==> src/rtl/core_pipe_ctrl.sv <==
// Pipeline sequencing controller for the five-stage Selen core.
// Produces per-stage enables/kills, execute bypass selects and stall bookkeeping.
module core_pipe_ctrl #(
    parameter int CNT_W = 16
) (
    input  logic             clk,
    input  logic             rst,
    input  logic             dec_val,
    input  logic [4:0]       dec_rs1,
    input  logic [4:0]       dec_rs2,
    input  logic             dec_use_rs1,
    input  logic             dec_use_rs2,
    input  logic             dec_cop,
    input  logic [4:0]       exe_rd,
    input  logic [4:0]       mem_rd,
    input  logic             exe_we,
    input  logic             mem_we,
    input  logic             exe_load,
    input  logic             exe_brnch_tknn,
    input  logic             mem_l1d_val,
    input  logic             l1d_ack,
    output logic             if_enb,
    output logic             dec_enb,
    output logic             exe_enb,
    output logic             mem_enb,
    output logic             if_kill,
    output logic             dec_kill,
    output logic             exe_kill,
    output logic             mem_kill,
    output logic [3:0]       exe_bp,
    output logic [CNT_W-1:0] stall_cnt,
    output logic [1:0]       state
);

    typedef enum logic [1:0] {
        ST_RUN     = 2'd0,
        ST_LDUSE   = 2'd1,
        ST_MEMWAIT = 2'd2,
        ST_DRAIN   = 2'd3
    } state_e;

    state_e            state_q, state_d;
    logic [CNT_W-1:0]  cnt_q, cnt_d;
    logic              exe_v_q, exe_v_d;
    logic              mem_v_q, mem_v_d;
    logic [3:0]        bp_q, bp_d;

    logic [1:0][4:0]   src_rs;
    logic [1:0]        src_use;
    logic [1:0]        exe_match;
    logic [1:0]        m_hit;
    logic [1:0]        w_hit;
    logic [3:0]        bp_calc;

    logic              cond_memwait;
    logic              cond_flush;
    logic              cond_lduse;
    logic              cond_drain;
    logic              stalled;

    assign src_rs  = {dec_rs2, dec_rs1};
    assign src_use = {dec_use_rs2, dec_use_rs1};

    // Per-source compare; the memory-stage hit is masked by the execute hit so M wins.
    generate
        for (genvar gi = 0; gi < 2; gi++) begin : g_src
            assign exe_match[gi] = src_use[gi] & (src_rs[gi] == exe_rd);
            assign m_hit[gi]     = exe_match[gi] & exe_we & (exe_rd != 5'd0);
            assign w_hit[gi]     = src_use[gi] & mem_we & (mem_rd != 5'd0)
                                 & (src_rs[gi] == mem_rd) & ~m_hit[gi];
        end
    endgenerate

    assign bp_calc = {~w_hit[1], ~m_hit[1], ~w_hit[0], ~m_hit[0]};

    assign cond_memwait = mem_l1d_val & mem_v_q & ~l1d_ack;
    assign cond_flush   = exe_brnch_tknn & exe_v_q;
    assign cond_lduse   = exe_load & exe_v_q & exe_we & (exe_rd != 5'd0)
                        & dec_val & (|exe_match);
    assign cond_drain   = dec_val & dec_cop & (exe_v_q | mem_v_q);

    always_comb begin
        state_d  = ST_RUN;
        if_enb   = 1'b1;
        dec_enb  = 1'b1;
        exe_enb  = 1'b1;
        mem_enb  = 1'b1;
        if_kill  = 1'b0;
        dec_kill = 1'b0;
        exe_kill = 1'b0;
        mem_kill = 1'b0;
        if (cond_memwait) begin
            state_d  = ST_MEMWAIT;
            if_enb   = 1'b0;
            dec_enb  = 1'b0;
            exe_enb  = 1'b0;
            mem_enb  = 1'b0;
            mem_kill = 1'b1;
        end else if (cond_flush) begin
            // Flush is not a stall: the pipe keeps moving, only the two younger slots die.
            state_d  = ST_RUN;
            if_kill  = 1'b1;
            dec_kill = 1'b1;
        end else if (cond_lduse) begin
            state_d  = ST_LDUSE;
            if_enb   = 1'b0;
            dec_kill = 1'b1;
        end else if (cond_drain) begin
            state_d  = ST_DRAIN;
            if_enb   = 1'b0;
            dec_kill = 1'b1;
        end
    end

    assign stalled = (state_d != ST_RUN);

    always_comb begin
        cnt_d = cnt_q;
        if (stalled && !(&cnt_q)) begin
            cnt_d = cnt_q + {{(CNT_W-1){1'b0}}, 1'b1};
        end
    end

    always_comb begin
        exe_v_d = exe_v_q;
        bp_d    = bp_q;
        if (dec_kill) begin
            exe_v_d = 1'b0;
            bp_d    = 4'hF;
        end else if (dec_enb) begin
            exe_v_d = dec_val;
            bp_d    = bp_calc;
        end
    end

    always_comb begin
        mem_v_d = mem_v_q;
        if (exe_kill) begin
            mem_v_d = 1'b0;
        end else if (exe_enb) begin
            mem_v_d = exe_v_q;
        end
    end

    always_ff @(posedge clk or posedge rst) begin
        if (rst) begin
            state_q <= ST_RUN;
            cnt_q   <= '0;
            exe_v_q <= 1'b0;
            mem_v_q <= 1'b0;
            bp_q    <= 4'hF;
        end else begin
            state_q <= state_d;
            cnt_q   <= cnt_d;
            exe_v_q <= exe_v_d;
            mem_v_q <= mem_v_d;
            bp_q    <= bp_d;
        end
    end

    assign exe_bp    = bp_q;
    assign stall_cnt = cnt_q;
    assign state     = state_q;

endmodule

==> config.mk <==
export PLATFORM = sky130hd
export DESIGN_NAME = core_pipe_ctrl
export DESIGN_NICKNAME = d
export VERILOG_FILES = /design/src/rtl/core_pipe_ctrl.sv
export SDC_FILE = /design/constraint.sdc
export NUM_CORES = 1
export LEC_CHECK = 0
export BUFFER_PORTS_ARGS = -buffer_cell sky130_fd_sc_hd__buf_4
export CAP_MARGIN = 20
export CORE_MARGIN = 8
export CORE_UTILIZATION = 40
export DETAILED_ROUTE_END_ITERATION = 8
export HOLD_SLACK_MARGIN = 0.08
export PLACE_DENSITY = 0.77
export SKIP_CTS_REPAIR_TIMING = 1
export SYNTH_ARGS = -nofsm -noshare
export SYNTH_HDL_FRONTEND = slang
export SYNTH_SLANG_ARGS = --single-unit
==> constraint.sdc <==
create_clock -name clk -period 2.1 [get_ports clk]
set_input_delay 0.21 -clock clk [delete_from_list [all_inputs] [get_ports clk]]
set_output_delay 0.21 -clock clk [all_outputs]
set_load 0.01 [all_outputs]
* After elaboration in Yosys (flattened, before gate mapping) *
Cells that the tools add are included.

storage, ports and cells
  register bits after elaboration = 24
  bits of input ports = 32

cells by class
  add/subtract/negate cells = 1
  equal/unequal tests = 5
  muxes and demuxes = 20
  bitwise operators = 30
  reduce and logical (&&, ||, !) cells = 7

operators with widths
  operator               count
  $and 1x1->1            24
  $eq 5x5->1             4
  $add 16x1->16 const B  1
  $reduce_and 16->1      1
  $mux 1                 14
  $reduce_bool 5->1      2
  $mux 2                 4
  $mux 4                 2
  $not 1->1              5
  $ne 2x2->1 const B     1
  $reduce_bool 2->1      1
  $reduce_or 2->1        1
  $logic_and 1x1->1      1
  $logic_not 1->1        1
  $or 1x1->1             1

* Longest topological paths before layout *
  depth after elaboration = 10
  gate-level depth with buffers = 10
  mapped depth without buffers = 8

* Least setup slack after synthesis *
Ideal clock, no wire load.

  path kind = register to register
  start = reg cnt_q[0] (netlist: stall_cnt[0])
  end = reg cnt_q[8] (netlist: stall_cnt[8])
  library setup time = 0.126 ns
  arrival = 1.890 ns
  required time = 1.974 ns
  slack = 0.084 ns
  cell stages (with the launch flop) = 11
  period minus slack after synthesis = 2.016 ns
  cells stage by stage = dfrtp_1 ha_1 nand3_1 nor4_1 or3_1 a221oi_1 or2_1 buf_6 buf_8 nand4_1 xnor2_1

on the way
  longest elaborated chain between the ends = 3
  elaborated cells on any way between the ends = 4
  those cells by class = add/sub: 1; reduce/logical: 3

RTL lines
  item                                                                   RTL line  text
  start, declared                                                        43        logic [CNT_W-1:0] cnt_q, cnt_d;
  start signal, assigned                                                 154       cnt_q <= cnt_d;
  parallel branches: the longest is 3 deep, another holds $add 16x1->16  --

Several ways; the timed one is not identified.
A chain may end at the register's enable or synchronous reset.

* Final worst setup path *
  start = reg cnt_q[0] (netlist: stall_cnt[0])
  end = reg cnt_q[13] (netlist: stall_cnt[13])

Same word-level chain as after synthesis.

==> flow_summary.ini <==
[floorplan]
initial_utilization = 0.419
die_area_um2 = 5670
fp-row-count = 21
top_level_ports = 62
chip_width_um = 75.3
die_height_um = 75.3
fp.coreArea_um2 = 3360

[clocking]
ctsLongestPathBuffers = 2
clk-insertion-delay-late_ns = 0.31
cts_htree_levels = 1
tritoncts = built
cts.sink_count = 24
cts_root_buffer = clkbuf_4
number_of_buffers_added_by_the_clock_tree_synthesis_step = 3
cts.reportedPaths.clkPinSlew_ns = 0.14

[outcome]
run_status = finished clean

[synthesis]
simple_gate_share_of_the_synthesized_area = 0.219
synthCells = 146
synth_compound_gate_area_share = 0.0631
yosys_most_used_dff = dfrtp_1
ys.warnings.count = 0
synth_fa_ha_area_frac = 0.00889
yosys.area.top_type = dfrtp_1
synth_most_common_cell = dfrtp_1
synth.area.top_cells = dfrtp_1 36%, xnor2_1 11%, xor2_1 11%
synth.ff_latch_count = 24
synth_common_cells = 20 x dfrtp_1, 18 x xnor2_1, 17 x xor2_1
synth_edf_count = 0
synth_fp_nets = 179
synth_mux_area_frac = 0.00800
asyncSetResetFlopFracSynth = 1.00
yosysUniqueCellTypes = 31
synth_area_per_cell_um2 = 9.64
synth-xor-area-share = 0.218
synth_top_family_by_area = simple AND/OR/NAND/NOR gates
synth_top_cell_area_share = 0.356
seq_area_frac_synth = 0.430
syn_area_um2 = 1410

[finish]
drive_above_1_share = 0.423
diodes = 0
final.fill_count = 312
nets = 254
synthToLayoutAreaGrowth_pct = 48.5

[timing]
timing.final.ws_setup_ns = 0.152
upper_clock_frequency_limit_ghz = 0.513
timing.final.crit_share = 0.927
count_of_pins_over_their_slew_limit = 0
rsz_0062_raised_after_global_routing = false
fin_worst_hold_slack_ns = 0.145
fin_clk_skew_ns = 0.00998
finalSetupViolCount = 0
hold_violation_total_from_the_final_report = 0
period_needed_ns = 1.95

[worst_setup_path]
worstPathMaxFanout = 12
cp-end-kind = flop
cp-start-kind = flop
worstPathArrival_ns = 2.19
critical_path_type = flop to flop
worst-endpoint-required_ns = 2.34
setup.reg_to_reg.worst_slack_ns = 0.15

[placed_design]
dp_slack_ns = -0.0345
final_wtd_congestion = 0.834
post-dp-hpwl_mm = 3.19
port_buffers = 60

[global_routing]
grt_pass1_vias = 1397
first_pass_grt_wire_length_mm = 6.11
grt_max_degree = 25
gr-total-overflow = 0
grt_antenna_before_repair = 0
globalRouteTotalUtil = 0.138

[power]
power.leakage_nw = 1.01
power_per_cell_area_nw_per_um2 = 684
worst_ir_drop_vdd_uv = 367

[drt]
drt-met1-wl_mm = 1.50
first_iter_violations = 57
post_drt_via_cell_ratio = 4.95
via_count_of_the_routed_design = 1318
remaining_routing_drc_violations = 0
drtAntennaViolNets = 0
route.detailed.wl_per_inst_um = 14.3
drt_first_pass_iters = 4
drt_wl_total_mm = 3.79
routed.top_layer = met4
wl_met2_mm = 1.95
route.met3.wl_um = 325

[job]
timing.max_cap.violations = 0

[hold_path]
hold_path.class = primary input to flop
## layer usage
layer / vias up / GRT usage
met4: 0 / 0.0384
met1: 619 / 0.150
met5: - / 0
li1: 656 / -
met2: 41 / 0.248
met3: 2 / 0.0461
## cell type report
class / count / area [um^2] / share of cell area
Tap cell: 46 / 57.6 / 0.0275
Clock buffer: 3 / 22.5 / 0.0108
Clock inverter: 1 / 30.0 / 0.0144
Inverter: 4 / 15.0 / 0.00718
Sequential cell: 24 / 606 / 0.290
Multi-Input combinational cell: 111 / 767 / 0.367
Timing Repair Buffer: 77 / 593 / 0.284
## path summary, 6_finish.rpt
| check | from | endpoint | cells after the start |
|---|---|---|---|
| max in group asynchronous | rst | exe_bp[0] | 4 |
| hold / removal | dec_val | exe_v_q | 2 |
| min in group asynchronous | rst | stall_cnt[11] | 4 |
| hold reg to reg | exe_bp[2] | exe_bp[2] | 2 |
| setup reg to reg | stall_cnt[0] | stall_cnt[13] | 9 |
| setup / recovery | stall_cnt[0] | stall_cnt[13] | 9 |
## cell usage in the layout, fill, tap and decap left out, drive strengths merged, types with 2 or more instances in the layout
cell type / instances
buf: 76
dfrtp: 20
xnor2: 18
xor2: 17
nand4: 13
nand2: 10
nor2: 10
nand3: 8
a21oi: 7
nor4: 5
inv: 4
and3: 4
dfstp: 4
nor3: 3
clkbuf: 3
o21ai: 3
or4: 2
or2: 2
## cell families (layout without fill, tap and decap cells)
logic type      Yosys count  after routing
simple gates             59             59
xor+xnor                 35             35
flops                    24             24
compound gates           14             14
buf+inv                  11             85
fa+ha+maj                 1              1
other cells               1              1
mux                       1              1
## worst max-delay path, stage by stage (launching register included)
cell	delay, ns
dfrtp_1	0.40
ha_2	0.20
nand3_2	0.10
nor4_4	0.06
or3_1	0.33
a221oi_2	0.18
or2_4	0.19
buf_12	0.12
nand4_1	0.11
xnor2_1	0.19
## flip-flops by register name, indices dropped and copies added, names as in the netlist
register	count
exe_v_q	1
stall_cnt	16
state	2
mem_v_q	1
exe_bp	4
## power by group
part	switching (mW)	internal [mW]	leakage, nW
Combinational	0.246	0.291	0.674
Clock	0.137	0.193	0.0279
Sequential	0.0385	0.524	0.308
Total	0.422	1.01	1.01
## metrics by stage
stage / instance area, um^2 / instances / util / setup TNS [ns] / total power, mW
after CTS: 2040 / 265 / 0.608 / -0.315 / 1.42
after floorplan: 1410 / 146 / - / 0 / 0.803
after detailed placement: 1990 / 261 / 0.592 / -0.125 / 1.09
after global placement: 1990 / 261 / 0.592 / 0 / 1.08
after global routing: 2090 / 266 / 0.622 / 0 / 1.52
final: 2090 / 266 / 0.622 / 0 / 1.43
Power figures use the tool's default switching activity.
